===== config.mk =====
export PLATFORM = sky130hd
export DESIGN_NAME = id_ex_stage
export DESIGN_NICKNAME = d
export VERILOG_FILES = /design/src/rtl/id_ex_stage.sv
export SDC_FILE = /design/constraint.sdc
export NUM_CORES = 1
export LEC_CHECK = 0
export BUFFER_PORTS_ARGS = -buffer_cell sky130_fd_sc_hd__clkbuf_2
export CAP_MARGIN = 15
export CORE_ASPECT_RATIO = 2
export CORE_UTILIZATION = 37
export CTS_CLUSTER_DIAMETER = 200
export DETAILED_ROUTE_END_ITERATION = 10
export PLACE_DENSITY = 0.79
export SKIP_LAST_GASP = 1
export SLEW_MARGIN = 40
export SYNTH_ARGS = -nofsm -noshare
export SYNTH_HDL_FRONTEND = slang
export SYNTH_SLANG_ARGS = --single-unit

===== constraint.sdc =====
create_clock -name clk -period 6.8 [get_ports clk]
set_input_delay 1.02 -clock clk [delete_from_list [all_inputs] [get_ports clk]]
set_output_delay 1.02 -clock clk [all_outputs]
set_load 0.01 [all_outputs]

===== src/rtl/id_ex_stage.sv =====
// ID/EX pipeline register: decodes the ID instruction into ALU/branch controls, registers
// operands for EX, and raises a combinational load-use stall toward IF/ID.
module id_ex_stage #(
  parameter int unsigned XLEN = 32
) (
  input  logic            clk,
  input  logic            rst,
  input  logic            id_valid,
  input  logic [XLEN-1:0] id_pc,
  input  logic [31:0]     id_instr,
  input  logic [XLEN-1:0] id_rs1_data,
  input  logic [XLEN-1:0] id_rs2_data,
  input  logic [XLEN-1:0] id_imm,
  input  logic            stall,
  input  logic            flush,
  output logic            hazard_stall,
  output logic            ex_valid,
  output logic [XLEN-1:0] ex_pc,
  output logic [XLEN-1:0] ex_rs1_data,
  output logic [XLEN-1:0] ex_rs2_data,
  output logic [XLEN-1:0] ex_imm,
  output logic [4:0]      ex_rs1,
  output logic [4:0]      ex_rs2,
  output logic [4:0]      ex_rd,
  output logic [9:0]      ex_alu_ctrl,
  output logic [2:0]      ex_bropcode,
  output logic            ex_alusrc_imm,
  output logic            ex_is_branch,
  output logic            ex_mem_read,
  output logic            ex_mem_write,
  output logic            ex_reg_write,
  output logic            ex_illegal
);

  localparam logic [6:0] OpR      = 7'b0110011;
  localparam logic [6:0] OpImm    = 7'b0010011;
  localparam logic [6:0] OpLoad   = 7'b0000011;
  localparam logic [6:0] OpStore  = 7'b0100011;
  localparam logic [6:0] OpBranch = 7'b1100011;

  typedef struct packed {
    logic            valid;
    logic [XLEN-1:0] pc;
    logic [XLEN-1:0] rs1_data;
    logic [XLEN-1:0] rs2_data;
    logic [XLEN-1:0] imm;
    logic [4:0]      rs1;
    logic [4:0]      rs2;
    logic [4:0]      rd;
    logic [9:0]      alu_ctrl;
    logic [2:0]      bropcode;
    logic            alusrc_imm;
    logic            is_branch;
    logic            mem_read;
    logic            mem_write;
    logic            reg_write;
    logic            illegal;
  } ex_t;

  ex_t ex_d, ex_q, dec;
  logic [6:0] opcode;
  logic [2:0] funct3;
  logic       funct7b5;
  logic       rs1_used, rs2_used, rs2_zero, dec_reg_write;
  logic       unused_instr;

  assign opcode       = id_instr[6:0];
  assign funct3       = id_instr[14:12];
  assign funct7b5     = id_instr[30];
  assign unused_instr = ^{id_instr[31], id_instr[29:25]};

  function automatic logic [9:0] alu_sel(input logic [2:0] f3, input logic alt);
    logic [9:0] sel;
    sel = '0;
    case (f3)
      3'b000:  sel[alt ? 1 : 0] = 1'b1;
      3'b001:  sel[2] = 1'b1;
      3'b010:  sel[3] = 1'b1;
      3'b011:  sel[4] = 1'b1;
      3'b100:  sel[5] = 1'b1;
      3'b101:  sel[alt ? 7 : 6] = 1'b1;
      3'b110:  sel[8] = 1'b1;
      default: sel[9] = 1'b1;
    endcase
    return sel;
  endfunction

  always_comb begin
    dec           = '0;
    rs1_used      = 1'b0;
    rs2_used      = 1'b0;
    rs2_zero      = 1'b0;
    dec_reg_write = 1'b0;
    dec.valid     = 1'b1;
    dec.pc        = id_pc;
    dec.rs1_data  = id_rs1_data;
    dec.rs2_data  = id_rs2_data;
    dec.imm       = id_imm;
    unique case (opcode)
      OpR: begin
        dec.alu_ctrl  = alu_sel(funct3, funct7b5);
        dec_reg_write = 1'b1;
        rs1_used      = 1'b1;
        rs2_used      = 1'b1;
      end
      OpImm: begin
        // funct7b5 only selects SRA; for ADDI it is an immediate bit
        dec.alu_ctrl   = alu_sel(funct3, (funct3 == 3'b101) && funct7b5);
        dec.alusrc_imm = 1'b1;
        dec_reg_write  = 1'b1;
        rs1_used       = 1'b1;
        rs2_zero       = 1'b1;
      end
      OpLoad: begin
        dec.alu_ctrl   = 10'b1;
        dec.alusrc_imm = 1'b1;
        dec.mem_read   = 1'b1;
        dec_reg_write  = 1'b1;
        rs1_used       = 1'b1;
        rs2_zero       = 1'b1;
      end
      OpStore: begin
        dec.alu_ctrl   = 10'b1;
        dec.alusrc_imm = 1'b1;
        dec.mem_write  = 1'b1;
        rs1_used       = 1'b1;
        rs2_used       = 1'b1;
      end
      OpBranch: begin
        if (funct3[2:1] == 2'b01) begin
          dec.illegal = 1'b1;
        end else begin
          dec.is_branch = 1'b1;
          dec.bropcode  = funct3;
          rs1_used      = 1'b1;
          rs2_used      = 1'b1;
        end
      end
      default: dec.illegal = 1'b1;
    endcase
    // Writes to x0 are dropped here so EX/WB never see a live x0 destination
    dec.reg_write = dec_reg_write && (id_instr[11:7] != 5'd0);
    dec.rd        = dec.reg_write ? id_instr[11:7] : 5'd0;
    dec.rs1       = id_instr[19:15];
    dec.rs2       = rs2_zero ? 5'd0 : id_instr[24:20];
  end

  assign hazard_stall = id_valid && ex_q.valid && ex_q.mem_read && (ex_q.rd != 5'd0) &&
                        (((ex_q.rd == dec.rs1) && rs1_used) ||
                         ((ex_q.rd == dec.rs2) && rs2_used));

  always_comb begin
    ex_d = ex_q;
    if (flush) begin
      ex_d = '0;
    end else if (stall) begin
      ex_d = ex_q;
    end else if (hazard_stall || !id_valid) begin
      ex_d = '0;
    end else begin
      ex_d = dec;
    end
  end

  always_ff @(posedge clk or posedge rst) begin
    if (rst) begin
      ex_q <= '0;
    end else begin
      ex_q <= ex_d;
    end
  end

  assign ex_valid      = ex_q.valid;
  assign ex_pc         = ex_q.pc;
  assign ex_rs1_data   = ex_q.rs1_data;
  assign ex_rs2_data   = ex_q.rs2_data;
  assign ex_imm        = ex_q.imm;
  assign ex_rs1        = ex_q.rs1;
  assign ex_rs2        = ex_q.rs2;
  assign ex_rd         = ex_q.rd;
  assign ex_alu_ctrl   = ex_q.alu_ctrl;
  assign ex_bropcode   = ex_q.bropcode;
  assign ex_alusrc_imm = ex_q.alusrc_imm;
  assign ex_is_branch  = ex_q.is_branch;
  assign ex_mem_read   = ex_q.mem_read;
  assign ex_mem_write  = ex_q.mem_write;
  assign ex_reg_write  = ex_q.reg_write;
  assign ex_illegal    = ex_q.illegal;

endmodule


Word level (Yosys, flattened, before mapping)
Cells that the tools add are included.
- register bits after elaboration: 163
- bits of input ports: 165
- output and inout bits: 164
- logic and storage cells: 111
- order comparisons: 8
- equal/unequal tests: 15
- muxes and demuxes: 47
- reduce and logical (&&, ||, !) cells: 25
- operators with widths (cell ; count):
    $mux 163 ; 3
    $pmux 1 s3 ; 12
    $pmux 10 s3 ; 1
    $demux 1 s4 ; 4
    $mux 1 ; 16
    $pmux 2 s2 ; 4
    $eq 7x6->1 const B ; 2
    $logic_and 1x1->1 ; 12
    $eq 5x5->1 ; 2
    $lt 1x5->1 const B ; 2
    $lt 3x5->1 const B ; 2
    $mux 5 ; 2
    $reduce_bool 5->1 ; 2
    $eq 3x3->1 const B ; 3
    $eq 7x2->1 const B ; 1
    $eq 7x5->1 const B ; 1
    $eq 7x7->1 const B ; 1
    $eq 3x2->1 const B ; 2
    $ge 3x1->1 const B ; 2
    $mux 3 ; 2
    $pmux 1 s2 ; 3
    $reduce_or 2->1 ; 3
    $reduce_or 3->1 ; 2
    $reduce_or 5->1 ; 1
    other kinds (8) ; 10

Logic depth before layout (Yosys ltp)
- depth in word-level cells: 12
- mapped depth: 9
- depth with buffers taken out: 6

Worst setup path before layout
OpenSTA, ideal clock, no wires.
- path type: input-to-output
- from: input port id_instr[2]
- to: output port hazard_stall
- data arrival time: 2.299 ns
- required time: 5.780 ns
- setup slack: 3.481 ns
- cell stages on the path: 6
- path buffers: 1
- cell sequence: and4bb_1 buf_2 nand2_2 a2bb2oi_1 or3_1 a21oi_1
- cells in the longest elaborated chain, start to end: 8
- elaborated cells on any way between the ends: 17
- those cells by class: eq/ne (6); mux (4); reduce/logical (7)
- ends and longest elaborated chain (element ; line ; RTL):
    start: declaration ; 10 ; input logic [31:0] id_instr,
    $eq 7x2->1 / $eq 7x5->1 (equally long branches) ; 99 ; unique case (opcode)
    $reduce_or 2->1 (no source line) ; - ;
    $mux 1 ; 99 ;
    $mux 5 ; 145 ; dec.rs2 = rs2_zero ? 5'd0 : id_instr[24:20];
    $eq 5x5->1 ; 150 ; ((ex_q.rd == dec.rs2) && rs2_used));
    $logic_and 1x1->1 ; 150 ;
    $logic_or 1x1->1 * ; 149 ; (((ex_q.rd == dec.rs1) && rs1_used) ||
    $logic_and 1x1->1 * ; 148 ; assign hazard_stall = id_valid && ex_q.valid && ex_q.mem_read && (ex_q.rd != 5'd0) &&
    end: declaration ; 16 ; output logic hazard_stall,
Every way passes the cells marked *; elsewhere a longest branch is shown, timed or not.

Worst setup path in the final report
Same ends and word-level chain as after synthesis.

==> metrics.txt <==
number of cells after detailed placement=a little over 900; Post CTS Setup Buffer Count=0; reg2reg end=ex_rs2_data[6]; Nets=905; Post-DRT Antenna Nets=0; final max-slew violation count=0; cts hold-fix bufs=0; GRT Resource Usage Total=0.2011; root buffer cell=clkbuf_16; crit path cell chain=clkbuf_2 -> and4bb_1 -> nand2_2 -> a2bb2oi_1 -> or3_1 -> a21oi_1 -> clkbuf_2; Worst Skew=roughly 0.009 ns; top layer reached by signal wires=met4; RSZ-0062 raised after global routing=false; Starting Density=0.3795; top area cells in the synthesized netlist=dfrtp_1, a22o_1, a32o_1, buf_6, clkbuf_1; DRC Markers=0; Sink Count=roughly 160; met3 wire len=963 um; slowest stage cell, crit path=and4bb_1; Fin Setup TNS=0 ns; Worst R2R Setup Slack=~3.8 ns; main combinational cell family by area after synthesis=compound AO/OA/AOI/OAI gates; sequential area share after synthesis=0.6607; crit start category=input port; CTS tree=done; post-DR vias/cell=around 5.3; drt first pass iters=6; synthesized area=between 0.006 and 0.007 sq mm; Synth warnings=0; Synth async-reset ratio=1.000; Reg clk slew, reported paths=about 0.070 ns; share of layout cells above drive strength 1=0.4834; largest net degree at the start of global routing=140; initial antenna violation count=0; post-DP HPWL=approximately 13000 um; f_max=between 200 and 300 MHz; Ports=between 300 and 400; CTS buffer count=17; first-pass GRT wire length=approximately 26000 um; Top FF cell, synth=dfrtp_1; First DRT Iteration DRCs=about 170; Max H-tree Level=4; Pwr Density=~260 mW/mm^2; final hold violation count=0; clk_lat worst skew=about 0.41 ns; Die Y=roughly 180 um; Final GP Congestion=0.8102; syn avg cell area=about 14 sq um; Critical Path Max Stage Delay=about 0.5 ns; r2r startpoint=ex_rd[0]; non-filler cells, final=~960; Final Util=0.5195; post-synthesis compound-gate area fraction=0.2523; Met2 Wirelength=between 9000 and 10000 um; I/O Buffers=between 300 and 400; result of the run=finished clean; cell mode on critical path=clkbuf_2; Placement Setup Slack=~2.9 ns; Max Buffers Root-to-Sink=2; end point of the critical path=hazard_stall; Setup Viol. Count Final=0; leading area contributor after synthesis=dfrtp_1; CP startpoint=id_instr[2]; Post-Syn Nets=between 500 and 600; Distinct cells, synth=35; critical path arrival=~2.7 ns; Leakage Power=around 4.6 nW; most frequent cells in the layout=clkbuf_2, dfrtp_1, a22o_1; vias in the first global route=~5000; Crit Path Class=input port to output port; DRT met1 WL=about 6800 um; DR WL/cell=18.34 um; via count=5083; post-route cell area=0.008452 sq mm; MaxCap Viol Count=0; most common cell after layout, fill and taps aside=clkbuf_2; final WL=around 18000 um; Post-synth EDFFs=0; area share of fa/ha/maj cells after synthesis=0; Rel. slew slack=0.5051; Period minus WS final=3.721 ns; Tightest Hold Check Type=flip-flop to flip-flop; Gate Count Post-Synth=432; total grt overflow=0; R2R depth=7; Simple-Gate Fraction of Synth Area=0.03891; Req. time, crit path=between 5 and 6 ns; period utilisation layout=0.5472; top cell type's share of synthesized area=0.6607; Die Width=between 90 and 100 um; Synth-to-Final Area Change=36.91%; fin worst setup slack=approximately 3.1 ns; # diodes=0; Crit. End Element=output port; CP Max Fanout=9; die area=0.01724 sq mm; row cnt=66; xor and xnor area share after synthesis=0.01135; Cell Area, Placed=0.007893 sq mm; Worst VDD drop=roughly 0.00015 V; Slew @ Worst Pin=between 0.7 and 0.8 ns; # resized after CTS=0; post-synthesis mux area share=0; Yosys reg bits=around 160; core box area=approximately 0.016 sq mm
worst max-delay path: cells and delay by family:
family | cells | cell delay (ns)
simple gates | 3 | 1.09
compound gates | 2 | 0.35
buf+inv | 2 | 0.24
state kept, by name (all words and copies together) (netlist names):
register / cells
ex_rs2: 5
ex_mem_write: 1
ex_reg_write: 1
ex_rd: 5
ex_illegal: 1
ex_rs2_data: 32
ex_pc: 32
ex_rs1_data: 32
ex_rs1: 5
ex_mem_read: 1
ex_imm: 32
ex_is_branch: 1
ex_alu_ctrl: 10
ex_valid: 1
ex_alusrc_imm: 1
ex_bropcode: 3
layer usage:
layer  GRT usage  vias to the layer above
li1            -                     2294
met1      0.2314                     2513
met2      0.3426                      234
met3     0.04373                       42
met4      0.1108                        0
met5           0                        -
cells by family after synthesis:
| group | count (synthesis) |
|---|---|
| buffers and inverters | 39 |
| and+or+nand+nor | 45 |
| AOI/OAI and AO/OA | 177 |
| xor gates and xnor gates | 8 |
| DFF | 163 |
synthesized netlist by cell type, types with 2 or more instances:
master,n
a21oi_1,6
a22o_1,145
a2bb2oi_1,2
a32o_1,14
and2_1,3
buf_2,7
buf_6,9
clkbuf_1,19
dfrtp_1,163
inv_1,3
nand2_1,8
nand2_2,2
nand2b_1,2
nand3_1,3
nand4_1,2
nor2_1,9
nor2b_1,7
nor3_1,3
or3_1,2
xor2_1,8
worst min-delay path by stage:
stage	from	to	slack, ns	depth (start not counted)
after floorplan	ex_rs2[4]	ex_rs2[4]	0.53	1
after global placement	ex_rs2[4]	ex_rs2[4]	0.48	1
after detailed placement	ex_rs2[0]	ex_rs2[0]	0.49	1
after CTS	ex_rs2[0]	ex_rs2[0]	0.50	1
after global routing	ex_imm[20]	ex_imm[20]	0.52	1
final	ex_rs2[0]	ex_rs2[0]	0.50	1
metrics by stage:
step | power (mW) | hold WS (ns)
global route | 2.313 | 0.5165
finish | 2.224 | 0.4976
floorplan | 1.203 | 0.5313
global placement | 1.327 | 0.4750
CTS | 2.255 | 0.5006
detailed placement | 1.335 | 0.4852
final cells by class:
| type | instances | area, sq um |
|---|---|---|
| fill | 1471 | 7816 |
| sequential | 163 | 4079 |
| multi-input combinational | 230 | 1893 |
| timing repair buffer | 325 | 1647 |
| clock buffer | 18 | 429.2 |
| tap | 204 | 255.2 |
| clock inverter | 14 | 130.1 |
| inverter | 3 | 18.77 |
report_power, final:
| part | switching [mW] | internal, mW | leakage, nW |
|---|---|---|---|
| Combinational | 0.145 | 0.114 | 2.18 |
| Clock | 0.400 | 0.509 | 0.265 |
| Sequential | 0.0309 | 1.02 | 2.19 |
Power figures use the tool's default switching activity.
